===== config.mk =====
export PLATFORM = sky130hd
export DESIGN_NAME = iq_pair_packer
export DESIGN_NICKNAME = d
export VERILOG_FILES = /design/src/rtl/iq_pair_packer.sv
export SDC_FILE = /design/constraint.sdc
export NUM_CORES = 1
export LEC_CHECK = 0
export ABC_AREA = 1
export CAP_MARGIN = 5
export CORE_ASPECT_RATIO = 1.25
export CORE_MARGIN = 1
export CORE_UTILIZATION = 51
export CTS_CLUSTER_DIAMETER = 100
export DETAILED_ROUTE_END_ITERATION = 10
export MAX_ROUTING_LAYER = met4
export PLACE_DENSITY = 0.68
export SYNTH_ARGS = -nofsm -noshare
export SYNTH_HDL_FRONTEND = slang
export SYNTH_SLANG_ARGS = --single-unit

===== constraint.sdc =====
create_clock -name clk -period 5.5 [get_ports clk]
set_input_delay 1.375 -clock clk [delete_from_list [all_inputs] [get_ports clk]]
set_output_delay 1.375 -clock clk [all_outputs]
set_load 0.05 [all_outputs]

===== src/rtl/iq_pair_packer.sv =====
// Packs Q-then-I sample pairs into {I,Q} words in a first-word-fall-through FIFO; optional drop counter via IQ_PACKER_OVF_CNT_EN.
// Latency: a word is on m_data with m_valid the cycle after its I sample edge (FIFO empty).
// Backpressure: m_ready low holds the head stable; a pair arriving at a full FIFO without a same-cycle pop is dropped and flagged in ovf.
module iq_pair_packer #(
    parameter int DEPTH = 16,
    localparam int AW = $clog2(DEPTH)
) (
    input  logic          clk,
    input  logic          reset,
    input  logic          in_valid,
    input  logic [15:0]   in,
    output logic          m_valid,
    input  logic          m_ready,
    output logic [31:0]   m_data,
    output logic [AW:0]   fill,
    output logic          ovf,
    input  logic          ovf_clr,
    output logic [15:0]   ovf_count
);

    typedef enum logic {IDLE, HAVE_Q} state_t;

    localparam logic [AW:0] FULL_CNT = (AW+1)'(DEPTH);

    state_t        state_q, state_d;
    logic [15:0]   q_hold_q, q_hold_d;
    logic [AW-1:0] wr_ptr_q, wr_ptr_d;
    logic [AW-1:0] rd_ptr_q, rd_ptr_d;
    logic [AW:0]   fill_q, fill_d;
    logic          ovf_q, ovf_d;
    logic [31:0]   mem_q [DEPTH];

    logic push_req;
    logic push;
    logic pop;
    logic drop;

    // Pair tracker: a Q without an I on the next cycle is discarded.
    always_comb begin
        state_d  = state_q;
        q_hold_d = q_hold_q;
        push_req = 1'b0;
        case (state_q)
            IDLE: begin
                if (in_valid) begin
                    q_hold_d = in;
                    state_d  = HAVE_Q;
                end
            end
            HAVE_Q: begin
                push_req = in_valid;
                state_d  = IDLE;
            end
            default: state_d = IDLE;
        endcase
    end

    assign pop  = (fill_q != '0) && m_ready;
    assign push = push_req && ((fill_q != FULL_CNT) || pop);
    assign drop = push_req && !push;

    always_comb begin
        wr_ptr_d = wr_ptr_q;
        rd_ptr_d = rd_ptr_q;
        fill_d   = fill_q;
        ovf_d    = ovf_q;
        if (push) wr_ptr_d = wr_ptr_q + AW'(1);
        if (pop)  rd_ptr_d = rd_ptr_q + AW'(1);
        if (push && !pop)      fill_d = fill_q + (AW+1)'(1);
        else if (pop && !push) fill_d = fill_q - (AW+1)'(1);
        if (ovf_clr) ovf_d = 1'b0;
        if (drop)    ovf_d = 1'b1;
    end

    always_ff @(posedge clk) begin
        if (reset) begin
            state_q  <= IDLE;
            q_hold_q <= '0;
            wr_ptr_q <= '0;
            rd_ptr_q <= '0;
            fill_q   <= '0;
            ovf_q    <= 1'b0;
        end else begin
            state_q  <= state_d;
            q_hold_q <= q_hold_d;
            wr_ptr_q <= wr_ptr_d;
            rd_ptr_q <= rd_ptr_d;
            fill_q   <= fill_d;
            ovf_q    <= ovf_d;
        end
    end

    // Storage is not reset; validity is tracked solely by fill.
    always_ff @(posedge clk) begin
        if (push) mem_q[wr_ptr_q] <= {in, q_hold_q};
    end

    assign m_data  = mem_q[rd_ptr_q];
    assign m_valid = (fill_q != '0);
    assign fill    = fill_q;
    assign ovf     = ovf_q;

`ifdef IQ_PACKER_OVF_CNT_EN
    logic [15:0] ovf_cnt_q, ovf_cnt_d;

    always_comb begin
        ovf_cnt_d = ovf_cnt_q;
        if (ovf_clr) ovf_cnt_d = '0;
        if (drop) begin
            if (ovf_clr)                   ovf_cnt_d = 16'd1;
            else if (ovf_cnt_q != 16'hFFFF) ovf_cnt_d = ovf_cnt_q + 16'd1;
        end
    end

    always_ff @(posedge clk) begin
        if (reset) ovf_cnt_q <= '0;
        else       ovf_cnt_q <= ovf_cnt_d;
    end

    assign ovf_count = ovf_cnt_q;
`else
    assign ovf_count = '0;
`endif

endmodule


Word-level counts from Yosys, hierarchy flattened
Memories as Yosys holds them, arrays and structs flattened. A register that Yosys moved wholly into a read port is not among the register bits.
Cells that the tools add are included.
{"block": "totals", "regBits": 31, "latchBits": 0, "ram_bits": 512, "mem_bits_ro": 0, "inputBits": 21, "out_inout_bits": 55, "wordCells": 36, "memories": 1}
{"name": "mem_q", "words": 16, "word_bits": 32, "read_ports": 1, "rd_ports_with_merged_regs": 1, "wr": 1, "line_no": "31", "rtl": "logic [31:0] mem_q [DEPTH];"}
{"block": "op_classes", "add_sub_neg": 4, "multipliers": 0, "div_mod_pow": 0, "order_cmp": 0, "eq_ne": 1, "shifts": 0, "mux": 11, "bitwise": 1, "reduce_logical": 12}
{"operator": "$mux W5", "n": 2}
{"operator": "$add A4 B1 Y4 const B", "n": 2}
{"operator": "$mux W4", "n": 2}
{"operator": "$mux W1", "n": 6}
{"operator": "$add A5 B1 Y5 const B", "n": 1}
{"operator": "$logic_and A1 B1 Y1", "n": 5}
{"operator": "$ne A5 B5 Y1 const B", "n": 1}
{"operator": "$reduce_bool A5 Y1", "n": 1}
{"operator": "$sub A5 B1 Y5 const B", "n": 1}
{"operator": "$reduce_bool A2 Y1", "n": 2}
{"operator": "$logic_not A1 Y1", "n": 2}
{"operator": "$pmux W1 S2", "n": 1}
{"operator": "$reduce_and A2 Y1", "n": 1}
{"operator": "$logic_or A1 B1 Y1", "n": 1}
{"operator": "$not A1 Y1", "n": 1}

Depth between registers and ports, before layout
{"block": "logic_depth", "ltp_word": 8, "mapped_depth": 15, "ltp_nobuf": 15}

Worst setup path before layout
Ideal clock, no wire load.
{"block": "synth_timing", "path_type": "input to register", "startpoint": "input port m_ready", "endpoint": "memory mem_q[10][0], enable pin", "setup_time_ns": 0.461, "arrival_time_ns": 3.983, "required_ns": 5.039, "setup_slack_ns": 1.056, "path_stages": 5, "path_cell_list": "nor2_1 nand4_1 nand2_1 buf_2 nor3_1"}
{"block": "synth_via", "elab_chain_len": 5}
{"item": "start: declaration", "line_no": "13", "rtl": "input logic m_ready,"}
{"item": "$logic_and A1 B1 Y1", "line_no": "58", "rtl": "assign pop = (fill_q != '0) && m_ready;"}
{"item": "$logic_or A1 B1 Y1", "line_no": "59", "rtl": "assign push = push_req && ((fill_q != FULL_CNT) || pop);"}
{"item": "$logic_and A1 B1 Y1", "line_no": "59"}
{"item": "$mux W1", "line_no": "95", "rtl": "if (push) mem_q[wr_ptr_q] <= {in, q_hold_q};"}
{"item": "$mux W1 (not written as such)", "line_no": "95"}
{"item": "end: declaration", "line_no": "31"}
No other way between the ends.

==> results <==
- The die is 236 um tall.
- At the end of routability-driven placement, the weighted congestion stood at 0.778.
- The share of the yosys chip area belonging to registers is 0.721.
- Synthesis instantiated 28 different standard cells from the library.
- STA classifies the critical path endpoint as an output port.
- Once detailed placement completed, the half-perimeter wirelength came to between 20,000 and 30,000 um.
- At the worst endpoint, the arrival time is 3310 ps.
- The initial detailed-routing violation count is ~1,700.
- The top cell type's share of synthesized area is 0.690.
- The clock sink count is approximately 550.
- The number of antenna violations at the first check in global routing was 0.
- The remaining routing DRC violations is 0.
- Global routing finished with a remaining overflow of 0.
- edfxtp_1 is the most common cell in the netlist.
- The combined global-route utilization of all metal layers is 0.243.
- TritonCTS built the clock tree.
- Ranked by total cell area, the synthesized netlist is headed by edfxtp_1, nand2_1, nand3_1.
- In the final layout, the share of cells above drive strength 1 is 0.0738.
- The maximum number of pins on one net before global-route repair is 196.
- The worst flop-to-flop path startpoint is fill[4].
- Post-CTS timing repair inserted 0 buffers for setup.
- The kind of critical path is flip-flop to output port.
- The via count of the routed design is between 10,000 and 15,000.
- Of the total synthesized cell area, the portion taken by AND, OR, NAND and NOR gates is 0.161.
- Measured against the total synthesized area, the mux share comes to 0.
- For this design the ratio of total power to cell area is 460 nW/um2.
- During placement, the flow inserted port buffers numbering 59.
- The number of nets in the finished design is 1,983.
- The maximum cell stage delay along the critical path is 800 ps.
- The kind of start point of the critical path is a flip-flop.
- The startpoint of the tightest hold check path is wr_ptr_q[3].
- Counting buffers and inverters, the worst setup path is 8 cells deep.
- The CTS H-tree depth is 2.
- The flow ran to the end, and the final reports show no timing, DRC or antenna violations.
- The number of buffers and inverters on the critical path is 2.
- Between clock sinks in the finished design, the worst skew comes to 23.1 ps.
- The latest clock arrival within the worst-skew pair is 580 ps.
- The largest voltage drop on the vdd net is 445 uV.
- Setup repair after global routing left no endpoint under its margin.
- The post-detailed-route via-to-cell ratio is 5.60.
- The cell depth of the worst hold path is 2.
- The number of iterations in the first detailed-routing pass is 6.
- A synthesized cell averages 11.7 um2.
- The arithmetic-cell share of the synthesized area counting full adders, half adders and majority gates is 0.00595.
- The predominant post-synthesis flop cell is edfxtp_1.
- The number of global-route vias before repair came to between 10,000 and 15,000.
- In this run the tightest slew margin relative to its limit is 0.355.
- On the critical path, the stage with the largest delay is an instance of clkdlybuf4s50_1.
- The die area is 44,600 um2.
- The worst register-to-register path ends at fill[3].
- The total I/O pin count is 76.
- Synthesis inferred 547 register bits.
- The detailed-route wire length is 51,700 um.
- The largest total area in the synthesized netlist belongs to edfxtp_1.
- The floorplan step set the die width to around 190 um.
- The transition time of the tightest slew-check pin is 967 ps.
- Setup violations remaining at the end of the flow were counted as 0.
- The compound-cell area share of the yosys netlist is 0.0603.
- The CTS root buffer is clkbuf_16.
- The final-layout worst hold slack is 503 ps.
- From synthesis to final layout, the design area changed by 13.2%.
- In this run, CTS created clock tree buffers numbering 50.
- The worst-case reg-to-reg path depth is 15.
- Walking the worst path, the cells encountered are buf_12, nor2_1, nor2_1, o21ai_0, nand3_1, nand3_1, nand2_1, clkdlybuf4s50_1.
- The number of flops mapped to enable cells by yosys is a little over 500.
- The analysis attributes to cell leakage a power of 9.13 nW.
- Yosys printed 0 warnings.
- For this configuration, the core starts out at a cell density of 0.518.
- The hold violation count in the final report is 0.
- The post-CTS clock slew at the launch and capture registers of the worst setup and hold paths is 60 ps.
- For the worst setup path, the data required time is 4120 ps.
- The remaining number of nets flagged by the antenna check after routing is 0.
- The type of the most critical hold path is flip-flop to flip-flop.
- In this run the deepest clock path goes through 3 buffers.
- The number of antenna diodes in the final layout is 0.
- Post-CTS repair changed the size of 0 cells.
- In this design, the largest share of critical-path delay is due to buffers and inverters.
- In this run the standard cell core region covers 43,100 um2.
- The ratio of final minimum period to clock period is 0.853.
- In this run the register-to-register setup slack is around 2700 ps.
- The number of hold buffers added after cts is 0.
- The accumulated negative setup slack is 0 ps.
- The area share of xor/xnor cells in the synthesized design is 0.00275.
- By area, the combinational part of the netlist is dominated by simple AND/OR/NAND/NOR gates.
- The total number of placement rows is 85.
- The path with the worst hold slack has its endpoint at wr_ptr_q[3].
- The fmax is 213 MHz.
- The post-synthesis async set-or-reset flop share is 0.
- The wire length of the first global-routing pass is about 80,000 um.
- Ranked by instance count, the synthesized netlist is headed by edfxtp_1, nand2_1, nor2_1, nand3_1, o21ai_0.
- The number of max-cap violations is 0.
- The per-cell routed wire length is 20.2 um.
- The total standard cell area after synthesis is ~22,000 um2.
- The cell count after synthesis is 1,912.
- The routed design could run at a clock period as short as 4690 ps.
- Along the worst path, the maximum fanout reaches around 200.
- The final count of pins violating max slew is 0.
[worst max-delay path by stage]
| stage | endpoint | slack [ps] |
|---|---|---|
| final | m_data[21] | 810 |
| after global routing | m_data[14] | 650 |
| after CTS | m_data[15] | 830 |
| after detailed placement | fill[3] | 1380 |
| after global placement | m_data[18] | 1470 |
| after floorplan | mem_q[10][0] | 1060 |
[final cells by class]
class / count / area (um2)
Fill cell: 3407 / 17800
Sequential cell: 547 / 16100
Multi-Input combinational cell: 1139 / 5260
Clock buffer: 64 / 1430
Timing Repair Buffer: 99 / 978
Tap cell: 565 / 707
Inverter: 115 / 439
Clock inverter: 29 / 337
[worst min-delay path, delay by kind of cell, from the launching register on]
| family | cells | cell delay (ps) |
|---|---|---|
| AND/OR/NAND/NOR | 1 | 70 |
| flip-flops | 1 | 330 |
| AO/OA/AOI/OAI | 1 | 60 |
[placed cells by master (no fill, tap or decap), types with 2 or more instances in the layout]
| cell type | count |
|---|---|
| inv_1 | 110 |
| a21oi_1 | 9 |
| nand4_1 | 2 |
| nand3_1 | 200 |
| clkinvlp_4 | 2 |
| bufinv_16 | 7 |
| dfxtp_1 | 31 |
| nand2_1 | 400 |
| nor2_1 | 262 |
| dfxtp_2 | 3 |
| clkbuf_16 | 55 |
| clkinv_1 | 5 |
| clkbuf_8 | 2 |
| xor2_1 | 5 |
| buf_12 | 7 |
| inv_6 | 3 |
| conb_1 | 16 |
| buf_4 | 33 |
| clkbuf_1 | 7 |
| clkdlybuf4s50_1 | 59 |
| inv_2 | 2 |
| nor3_2 | 16 |
| xnor2_1 | 2 |
| ha_1 | 9 |
| inv_4 | 2 |
| edfxtp_1 | 512 |
| clkinv_4 | 2 |
| clkinv_2 | 11 |
| o211ai_1 | 86 |
| o21ai_1 | 18 |
| o21ai_0 | 111 |
[per-stage QoR]
| stage | cells | power (mW) | instance area, um2 | setup WS [ps] | util |
|---|---|---|---|---|---|
| 2_1_floorplan | 1927 | 7.15 | 22400 | 1060 | - |
| 3_3_place_gp | 2465 | 7.96 | 23500 | 1470 | 0.545 |
| 3_5_place_dp | 2465 | 8.02 | 23500 | 1380 | 0.545 |
| 4_1_cts | 2558 | 11.7 | 25200 | 832 | 0.586 |
| 5_1_grt | 2558 | 12.1 | 25200 | 649 | 0.586 |
| 6_report | 2558 | 11.6 | 25200 | 810 | 0.586 |
[kinds of logic (layout without fill, tap and decap cells)]
kind of cell / Yosys count / in the layout
buffers and inverters: 241 / 307
xor gates and xnor gates: 7 / 7
DFF: 547 / 547
AOI/OAI and AO/OA: 225 / 225
other: 1 / 16
adders and majority gates: 10 / 10
and+or+nand+nor: 881 / 881
[state kept, by name, summed over array words and instances, names as in the netlist, named ones only]
name and flops:
mem_q 512, q_hold_q 16, fill 5, rd_ptr_q 4, wr_ptr_q 4, ovf 1
state_q 1
[per-layer routing]
layer | GRT usage | vias to the layer above | part of all wire
met5 | - | - | 0
met4 | 0.0850 | 0 | 0.030
met3 | 0.0298 | 120 | 0.070
met2 | 0.391 | 567 | 0.49
met1 | 0.321 | 6965 | 0.41
li1 | - | 6684 | -
[power breakdown]
group	total, mW	internal [mW]	switching (mW)
sequential	4.72	4.62	0.101
clock	3.68	2.18	1.50
combinational	3.22	0.992	2.23
Note: power is estimated with default switching activity, not from simulation.
